## src/rtl/dmem_arbiter.sv

```systemverilog
// dmem_arbiter: shares the single-port data memory between the MEM stage (CPU)
// and the debug/dump port. The CPU normally wins. A starvation counter makes sure
// the debug port gets a slot. Read data comes back one cycle after the grant and
// goes to whichever port issued the read.
//
// rd_owner | meaning
// ---------+----------------------------------------------------------
// RD_NONE  | no read in flight; mem_rdata is ignored
// RD_CPU   | last cycle granted a CPU read; mem_rdata belongs to CPU
// RD_DBG   | last cycle granted a debug read; mem_rdata belongs to debug
module dmem_arbiter #(
  parameter int AW           = 32,
  parameter int DW           = 32,
  parameter int STARVE_LIMIT = 4,
  parameter int CNTW         = 3
) (
  input  logic          clk,
  input  logic          pcclr,
  input  logic          cpu_re,
  input  logic          cpu_we,
  input  logic [AW-1:0] cpu_addr,
  input  logic [DW-1:0] cpu_wdata,
  output logic          cpu_stall,
  output logic          cpu_rvalid,
  output logic [DW-1:0] cpu_rdata,
  input  logic          dbg_req,
  input  logic          dbg_we,
  input  logic [AW-1:0] dbg_addr,
  input  logic [DW-1:0] dbg_wdata,
  output logic          dbg_gnt,
  output logic          dbg_rvalid,
  output logic [DW-1:0] dbg_rdata,
  output logic [AW-1:0] mem_addr,
  output logic [DW-1:0] mem_wdata,
  output logic          mem_we,
  output logic          mem_re,
  input  logic [DW-1:0] mem_rdata
);

  typedef enum logic [1:0] {
    RD_NONE = 2'd0,
    RD_CPU  = 2'd1,
    RD_DBG  = 2'd2
  } rd_owner_t;

  localparam logic [CNTW-1:0] LIMIT   = CNTW'(STARVE_LIMIT);
  localparam logic [CNTW-1:0] CNT_MAX = '1;

  logic            cpu_req;
  logic            cpu_gnt;
  logic            dbg_win;
  logic [CNTW-1:0] starve_cnt;
  rd_owner_t       rd_owner;

  // Grant decision: the CPU wins contention unless the debug port has waited long enough.
  always_comb begin
    cpu_req = cpu_re | cpu_we;
    dbg_win = dbg_req & (~cpu_req | (starve_cnt >= LIMIT));
    cpu_gnt = cpu_req & ~dbg_win;
  end

  assign cpu_stall = cpu_req & ~cpu_gnt;
  assign dbg_gnt   = dbg_win;

  // Memory port mux. With no grant the port is driven idle with zeros.
  always_comb begin
    mem_addr  = '0;
    mem_wdata = '0;
    mem_we    = 1'b0;
    mem_re    = 1'b0;
    if (cpu_gnt) begin
      mem_addr  = cpu_addr;
      mem_wdata = cpu_wdata;
      mem_we    = cpu_we;
      mem_re    = cpu_re;
    end else if (dbg_win) begin
      mem_addr  = dbg_addr;
      mem_wdata = dbg_wdata;
      mem_we    = dbg_we;
      mem_re    = ~dbg_we;
    end
  end

  // Starvation counter: counts cycles the debug port asks but loses. It saturates and clears on any other cycle.
  always_ff @(posedge clk or negedge pcclr) begin
    if (!pcclr) begin
      starve_cnt <= '0;
    end else if (dbg_req & ~dbg_win) begin
      if (starve_cnt != CNT_MAX) starve_cnt <= starve_cnt + 1'b1;
    end else begin
      starve_cnt <= '0;
    end
  end

  // Read-return FSM: remembers who owns next cycle's mem_rdata. rvalid flags are registered alongside it.
  always_ff @(posedge clk or negedge pcclr) begin
    if (!pcclr) begin
      rd_owner   <= RD_NONE;
      cpu_rvalid <= 1'b0;
      dbg_rvalid <= 1'b0;
    end else if (cpu_gnt & cpu_re) begin
      rd_owner   <= RD_CPU;
      cpu_rvalid <= 1'b1;
      dbg_rvalid <= 1'b0;
    end else if (dbg_win & ~dbg_we) begin
      rd_owner   <= RD_DBG;
      cpu_rvalid <= 1'b0;
      dbg_rvalid <= 1'b1;
    end else begin
      rd_owner   <= RD_NONE;
      cpu_rvalid <= 1'b0;
      dbg_rvalid <= 1'b0;
    end
  end

  assign cpu_rdata = (rd_owner == RD_CPU) ? mem_rdata : '0;
  assign dbg_rdata = (rd_owner == RD_DBG) ? mem_rdata : '0;

endmodule

```

## config.mk

```make
export PLATFORM = sky130hd
export DESIGN_NAME = dmem_arbiter
export DESIGN_NICKNAME = d
export VERILOG_FILES = /design/src/rtl/dmem_arbiter.sv
export SDC_FILE = /design/constraint.sdc
export NUM_CORES = 1
export LEC_CHECK = 0
export ABC_AREA = 0
export BUFFER_PORTS_ARGS = -buffer_cell sky130_fd_sc_hd__buf_2
export CAP_MARGIN = 5
export CORE_AREA = 2 2 118 120
export CTS_CLUSTER_DIAMETER = 120
export CTS_CLUSTER_SIZE = 25
export DETAILED_ROUTE_END_ITERATION = 8
export DIE_AREA = 0 0 120 122
export PLACE_DENSITY = 0.5
export SETUP_SLACK_MARGIN = 0.05
export SLEW_MARGIN = 20
export SYNTH_ARGS = -nofsm -noshare
export SYNTH_HDL_FRONTEND = slang
export SYNTH_SLANG_ARGS = --single-unit
```

## constraint.sdc

```tcl
create_clock -name clk -period 1.4 [get_ports clk]
set_input_delay 0.14 -clock clk [delete_from_list [all_inputs] [get_ports clk]]
set_output_delay 0.14 -clock clk [all_outputs]
set_load 0.02 [all_outputs]
```

==> results of run 1 <==
cell families (layout without fill, tap and decap cells):
family          after synthesis  count (layout)
compound gates               70              70
xor+xnor                      1               1
fa+ha+maj                     2               2
buf+inv                      29             333
flops                         5               5
mux                           1               1
other cells                   0               1
simple gates                 74              74
state kept, by name, summed over array words and instances (netlist names):
register,flops
dbg_rvalid,1
starve_cnt,3
rd_owner,1
Yosys cell counts:
master and n:
and2_1 65, a32o_2 60, clkbuf_1 12, buf_2 6
buf_8 6, a32o_1 5, dfrtp_1 5, buf_6 2
ha_1 2, inv_1 2, nor2b_1 2, nor3_1 2
or2b_1 2, a21boi_0 1, a2bb2oi_4 1, a31o_2 1
and3_1 1, buf_1 1, mux2i_1 1, nand2_1 1
nor4b_2 1, o211a_1 1, o21bai_4 1, xor2_1 1
power groups by stage:
stage          registers (mW)  logic (mW)  clock network (mW)
6_report                0.160        1.59               0.466
5_1_grt                 0.161        1.68               0.486
4_1_cts                 0.160        1.41               0.475
3_5_place_dp            0.162        1.23                   0
3_3_place_gp            0.161        1.22                   0
2_1_floorplan           0.164       0.713                   0
what timing repair did:
item,CTS,global route
endpoints found under the hold margin,5,0
hold buffers,1,0
buffers inserted,9,4
gates resized for setup,153,116
pin swaps,38,25
endpoints found under the setup margin,131,131
cloned,5,1
tightest hold or removal path: stages:
cell and delay (ns):
buf_2 0.10, inv_1 0.05, and3_1 0.16
layout by cell type (no fill, tap or decap), drive strengths merged:
cell type,n
nand2,1
a21boi,1
ha,2
dlygate4sd3,1
xor2,1
o21bai,1
inv,2
clkbuf,5
o211a,1
dfrtp,5
nor3,2
a2bb2oi,1
nor4b,1
and3,1
a31o,1
or2b,2
a32o,65
and2,65
nor2b,2
diode,1
buf,325
mux2i,1
per-stage QoR:
stage | instance area [sq um] | power, mW | std cells
after global placement | 3300 | 1.38 | 644
after floorplan | 1640 | 0.877 | 182
after global routing | 4430 | 2.33 | 666
final | 4440 | 2.22 | 667
after CTS | 4080 | 2.05 | 663
after detailed placement | 3300 | 1.39 | 644
cell type report:
class                      count  area, sq um
timing repair buffer         327         2510
antenna                        1         2.50
fill                        1381         9070
sequential                     5          126
clock buffer                   4         78.8
inverter                       2         7.51
tap                          180          225
multi-input combinational    148         1490
layer usage:
layer,share of wire [%],wire length [microns]
met5,0.15,16
met4,1.5,166
met3,9.1,977
met2,54,5850
met1,35,3740
how the worst min path moves through the flow:
stage / cells past startpoint / slack (ns) / startpoint / endpoint
floorplan: 0 / -0.16 / pcclr / dbg_rvalid
global placement: 1 / -0.03 / pcclr / rd_owner[0]
detailed placement: 1 / -0.02 / pcclr / dbg_rvalid
CTS: 3 / 0.27 / dbg_we / dbg_rvalid
global route: 3 / 0.29 / dbg_we / dbg_rvalid
finish: 3 / 0.27 / dbg_we / dbg_rvalid
==> out/metrics.csv, run 1 <==
metric;value;unit
status;finished, violations left;
failing checks;negative setup slack;
TritonCTS Sinks;5;
Initial Util;12.1;%
Setup crit end;mem_wdata[7];
Syn Std Cell Area;1630;sq um
Layout area overhead;172;%
port buffer count;299;
antenna violations before repair;3;
top cell type's share of synthesized area;41.3;%
Data arrival, critical path;1.51;ns
Mapped Cells;182;
Avg Vias per Cell;4.32;
Max Fanout on Critical Path;49;
setup slack after layout;-0.246;ns
hpwl dp;7.81;mm
cells along the critical path;o21bai_4 -> buf_12 -> a32o_2 -> buf_6;
RR Startpoint;starve_cnt[2];
layout cells sized above 1;94.7;%
DR WL/cell;16.1;microns
DRC Markers;0;
Synth Area in XOR/XNOR;0.536;%
mux contribution to synthesized area;0.613;%
M2 GR Usage;25.9;%
Top Family by Delay on Critical Path;compound AO/OA/AOI/OAI gates;
Die ar.;14600;sq um
fin nets;655;
Setup crit start;starve_cnt[2];
Mapped Nets;350;
Worst Hold Class;in -> reg;
Final Setup Violations;131;
Congestion Overflow GR;0;
cell taking the most area after synthesis;a32o_2;
Crit path required time;1.26;ns
die height;122;microns
clk slew on worst S/H paths;0.03;ns
utilization after layout;32.9;%
CP Launch Type;register;
# IOs;300;
Clk pwr share;21.0;%
CP endpoint kind;output pin;
Final Critical Period;1.65;ns
GP Congestion;0.760;
Area contributors post-synth;a32o_2 41%, and2_1 25%, dfrtp_1 7.7%;
pre-CTS setup slack;-0.0310;ns
Worst-Margin Slew;0.395;ns
setup total negative slack;-24.02;ns
Via Count;2881;
vias in the first global route;2718;
critical path type;reg -> out;
total track usage;12.5;%
CTS root buffer;clkbuf_16;
area share of and/or/nand/nor cells after synthesis;28.7;%
P_leak;2.51;nW
number of cells on the critical path;4;
total of warnings raised by yosys;0;
pwr dens;500;nW/um^2
Max stage delay on crit path;0.43;ns
Switch Pwr;0.854;mW
worst reg-to-reg path cell count;3;
final setup skew;0.00126;ns
number of hold violations in the final report;0;
Worst-Skew Late Latency;0.22;ns
post-route ant nets;0;
core footprint;13500;sq um
VDD IR max;0.385;mV
largest family of logic cells by synthesized area;compound AO/OA/AOI/OAI gates;
Synth cell types;24;
GR Util met3;3.28;%
flops & latches, synth;5;
fin crit share;118;%
pin count of the biggest net entering global routing;50;
H-tree levels;1;
DRT Pass-1 Iters;4;
relative slew slack;73.7;%
met1 usage;12.5;%
R2R setup slack;0.17;ns
row count;43;
slowest stage cell, crit path;dfrtp_2;
Hold Slack;0.273;ns
Inserted Clock Buffers;3;
register area share after synthesis;7.66;%
WL final;10.7;mm
Critical path buffers and inverters;2;
DRT iter0 DRCs;46;
Reg power frac;7.2;%
Sw Share;38.4;%
CTS tree;built;
RSZ-0062 raised after global routing;true;
Slew Viols, Final;0;
die width;120;microns
first-pass GRT wire length;14.4;mm
Combinational Power Share;71.8;%
Most Crowded Layer GR;met2;
Max Clk Rate;608;MHz
Internal;1.37;mW
worst r2r dst;starve_cnt[2];
Clock Tree Buf Depth;2;
Synth Area in Compound Gates;48.8;%
max-cap violation count;0;
Synth Area in Adders;1.53;%
syn_area_per_cell;8.98;sq um
(Power assumes the default switching activity.)
==> run 2: changes to the inputs <==
Settings changed: CELL_PAD_IN_SITES_DETAIL_PLACEMENT from default to 2, CELL_PAD_IN_SITES_GLOBAL_PLACEMENT from default to 2, CORE_AREA 2 2 118 120 to default, CORE_ASPECT_RATIO from default to 0.6, CORE_MARGIN from default to 2, CORE_UTILIZATION from default to 11, DIE_AREA 0 0 120 122 to default, PLACE_DENSITY 0.5 to 0.89.
==> run 2 against run 1 <==
  * The flow still finishes with violations (negative setup slack)
  * Cell area rose by 1.7%
  * Via count rose by 0.42%
  * Clock power barely moved
  * Sequential cell count did not move
  * Hold slack got worse by 0.019 ns
  * Non-clock buffer count rose by 1
  * Sequential share of layout area barely moved
  * Final cell count rose by 2.8%
  * Maximum frequency rose by 1.5%
  * Largest power group unchanged
==> out/metrics.csv, run 2 (synthesis gave the netlist of run 1 again) <==
metric;value;unit;change
vias in the first global route;3432;;was 2718
placed cells;666;;was 644
total track usage;16.7;%;was 12.5%
TritonCTS Sinks;5;;unchanged
Max Fanout on Critical Path;35;;was 49
Inserted Clock Buffers;3;;unchanged
Worst-Skew Late Latency;0.22;ns;about the same
Initial Util;11.3;%;was 12.1%
row count;34;;was 43
fin crit share;116;%;was 118%
largest registers;starve_cnt x3, dbg_rvalid x1, rd_owner x1;;unchanged
antenna violations before repair;1;;was 3
CTS tree;built;;unchanged
Die ar.;15900;sq um;was 14600 sq um
H-tree levels;1;;unchanged
Setup crit start;starve_cnt[2];;unchanged
pre-CTS setup slack;0.000625;ns;was -0.0310 ns
clk slew on worst S/H paths;0.03;ns;about the same
Final Critical Period;1.62;ns;was 1.65 ns
VDD IR max;0.217;mV;was 0.385 mV
worst reg-to-reg path cell count;4;;was 3
Max stage delay on crit path;0.42;ns;was 0.43 ns
Final Setup Violations;131;;unchanged
hpwl dp;10.7;mm;was 7.81 mm
Worst Hold Class;in -> reg;;unchanged
max-cap violation count;0;;unchanged
Clock Tree Buf Depth;2;;unchanged
number of hold violations in the final report;0;;unchanged
final setup skew;0.0000828;ns;was 0.00126 ns
DRC Markers;0;;unchanged
failing checks;negative setup slack;;unchanged
setup slack after layout;-0.221;ns;was -0.246 ns
Via Count;2893;;was 2881
critical path type;reg -> out;;unchanged
relative slew slack;79.2;%;was 73.7%
setup total negative slack;-18.95;ns;was -24.02 ns
R2R setup slack;0.14;ns;was 0.17 ns
Min-Delay Startpoint;dbg_we;;unchanged
RSZ-0062 raised after global routing;true;;unchanged
# IOs;300;;unchanged
core footprint;14500;sq um;was 13500 sq um
layout cells sized above 1;95.5;%;was 94.7%
Worst-Margin Slew;0.313;ns;was 0.395 ns
total power draw;2.31;mW;was 2.22 mW
P_leak;2.53;nW;was 2.51 nW
Max Clk Rate;617;MHz;was 608 MHz
Data arrival, critical path;1.48;ns;was 1.51 ns
worst r2r dst;starve_cnt[0];;was starve_cnt[2]
pin count of the biggest net entering global routing;36;;was 50
Crit path required time;1.26;ns;about the same
DRT Pass-1 Iters;4;;unchanged
fin nets;656;;was 655
CP endpoint kind;output pin;;unchanged
Largest register FFs;3;;unchanged
Min-Delay Endpoint;dbg_rvalid;;unchanged
status;finished, violations left;;unchanged
RR Startpoint;starve_cnt[0];;was starve_cnt[2]
Post-Layout Cell Count;686;;was 667
DR WL/cell;20.7;microns;was 16.1 microns
slowest stage cell, crit path;dfrtp_2;;unchanged
Hold Slack;0.254;ns;was 0.273 ns
Layout area overhead;176;%;was 172%
WL final;14.2;mm;was 10.7 mm
DRT iter0 DRCs;54;;was 46
GP Congestion;0.852;;was 0.760
most common cell after layout, fill and taps aside;buf_2;;unchanged
CTS root buffer;clkbuf_16;;unchanged
CP Launch Type;register;;unchanged
die height;98.4;microns;was 122 microns
port buffer count;299;;unchanged
Slew Viols, Final;0;;unchanged
Hold Crit Depth;3;;unchanged
die width;161;microns;was 120 microns
pwr dens;512;nW/um^2;was 500 nW/um^2
Avg Vias per Cell;4.22;;was 4.32
cells along the critical path;o21bai_4 -> buf_12 -> a32o_2 -> buf_2;;was o21bai_4 -> buf_12 -> a32o_2 -> buf_6
Top reg by flops;starve_cnt;;unchanged
first-pass GRT wire length;20.6;mm;was 14.4 mm
most frequent cells in the layout;189 x buf_2, 117 x buf_6, 64 x and2_4, 62 x a32o_2, 11 x buf_4;;was 204 x buf_2, 99 x buf_6, 64 x and2_4, 60 x a32o_2, 10 x buf_4
post-route ant nets;0;;unchanged
Congestion Overflow GR;0;;unchanged
## run 2: routing by layer
layer  GRT usage, %  share of wire (%)  routed length, microns
met1           19.7                 41                    5780
met2           31.8                 53                    7490
met3           3.16                6.1                     861
met4           2.61               0.56                      79
met5              0                  0                       0
## run 2: timing repair
item | in CTS | in global routing
setup buffers | 6 | 3
pin swaps | 60 | 9
hold buffers | 1 | 0
endpoints found under the setup margin | 131 | 131
gates resized for setup | 262 | 52
endpoints found under the hold margin | 5 | 0
cloned | 6 | 1
## run 2: stage by stage
step                      util, %  cell area (sq um)
after CTS                    29.8               4330
final                        31.1               4510
after floorplan                 -               1640
after global routing         31.1               4510
after global placement       23.0               3330
after detailed placement     23.0               3330
## run 2: worst max-delay path by stage
stage                    endpoint  slack, ns
detailed placement  mem_wdata[28]     0.0006
floorplan             mem_addr[3]       0.07
CTS                  mem_addr[29]      -0.24
global route        mem_wdata[19]      -0.27
finish              mem_wdata[19]      -0.22
global placement    mem_wdata[28]       0.02
## run 2: power breakdown
group          switching, mW  internal, mW  leakage (nW)
clock                 0.0864         0.377        0.0382
sequential           0.00827         0.154        0.0613
combinational          0.814         0.873          2.43
total                  0.909          1.40          2.53
## run 2: final cells by class
cell class	instances	area, sq um
tap	198	248
antenna	1	2.50
fill	1658	9990
multi-input combinational	148	1490
timing repair buffer	328	2560
inverter	2	7.51
sequential	5	129
clock buffer	4	78.8
## run 2: worst max-delay path: cells and delay by family, from the launching register on
kind	cells	cell delay, ns
AO/OA/AOI/OAI	2	0.48
flip-flops	1	0.42
buffers and inverters	2	0.34
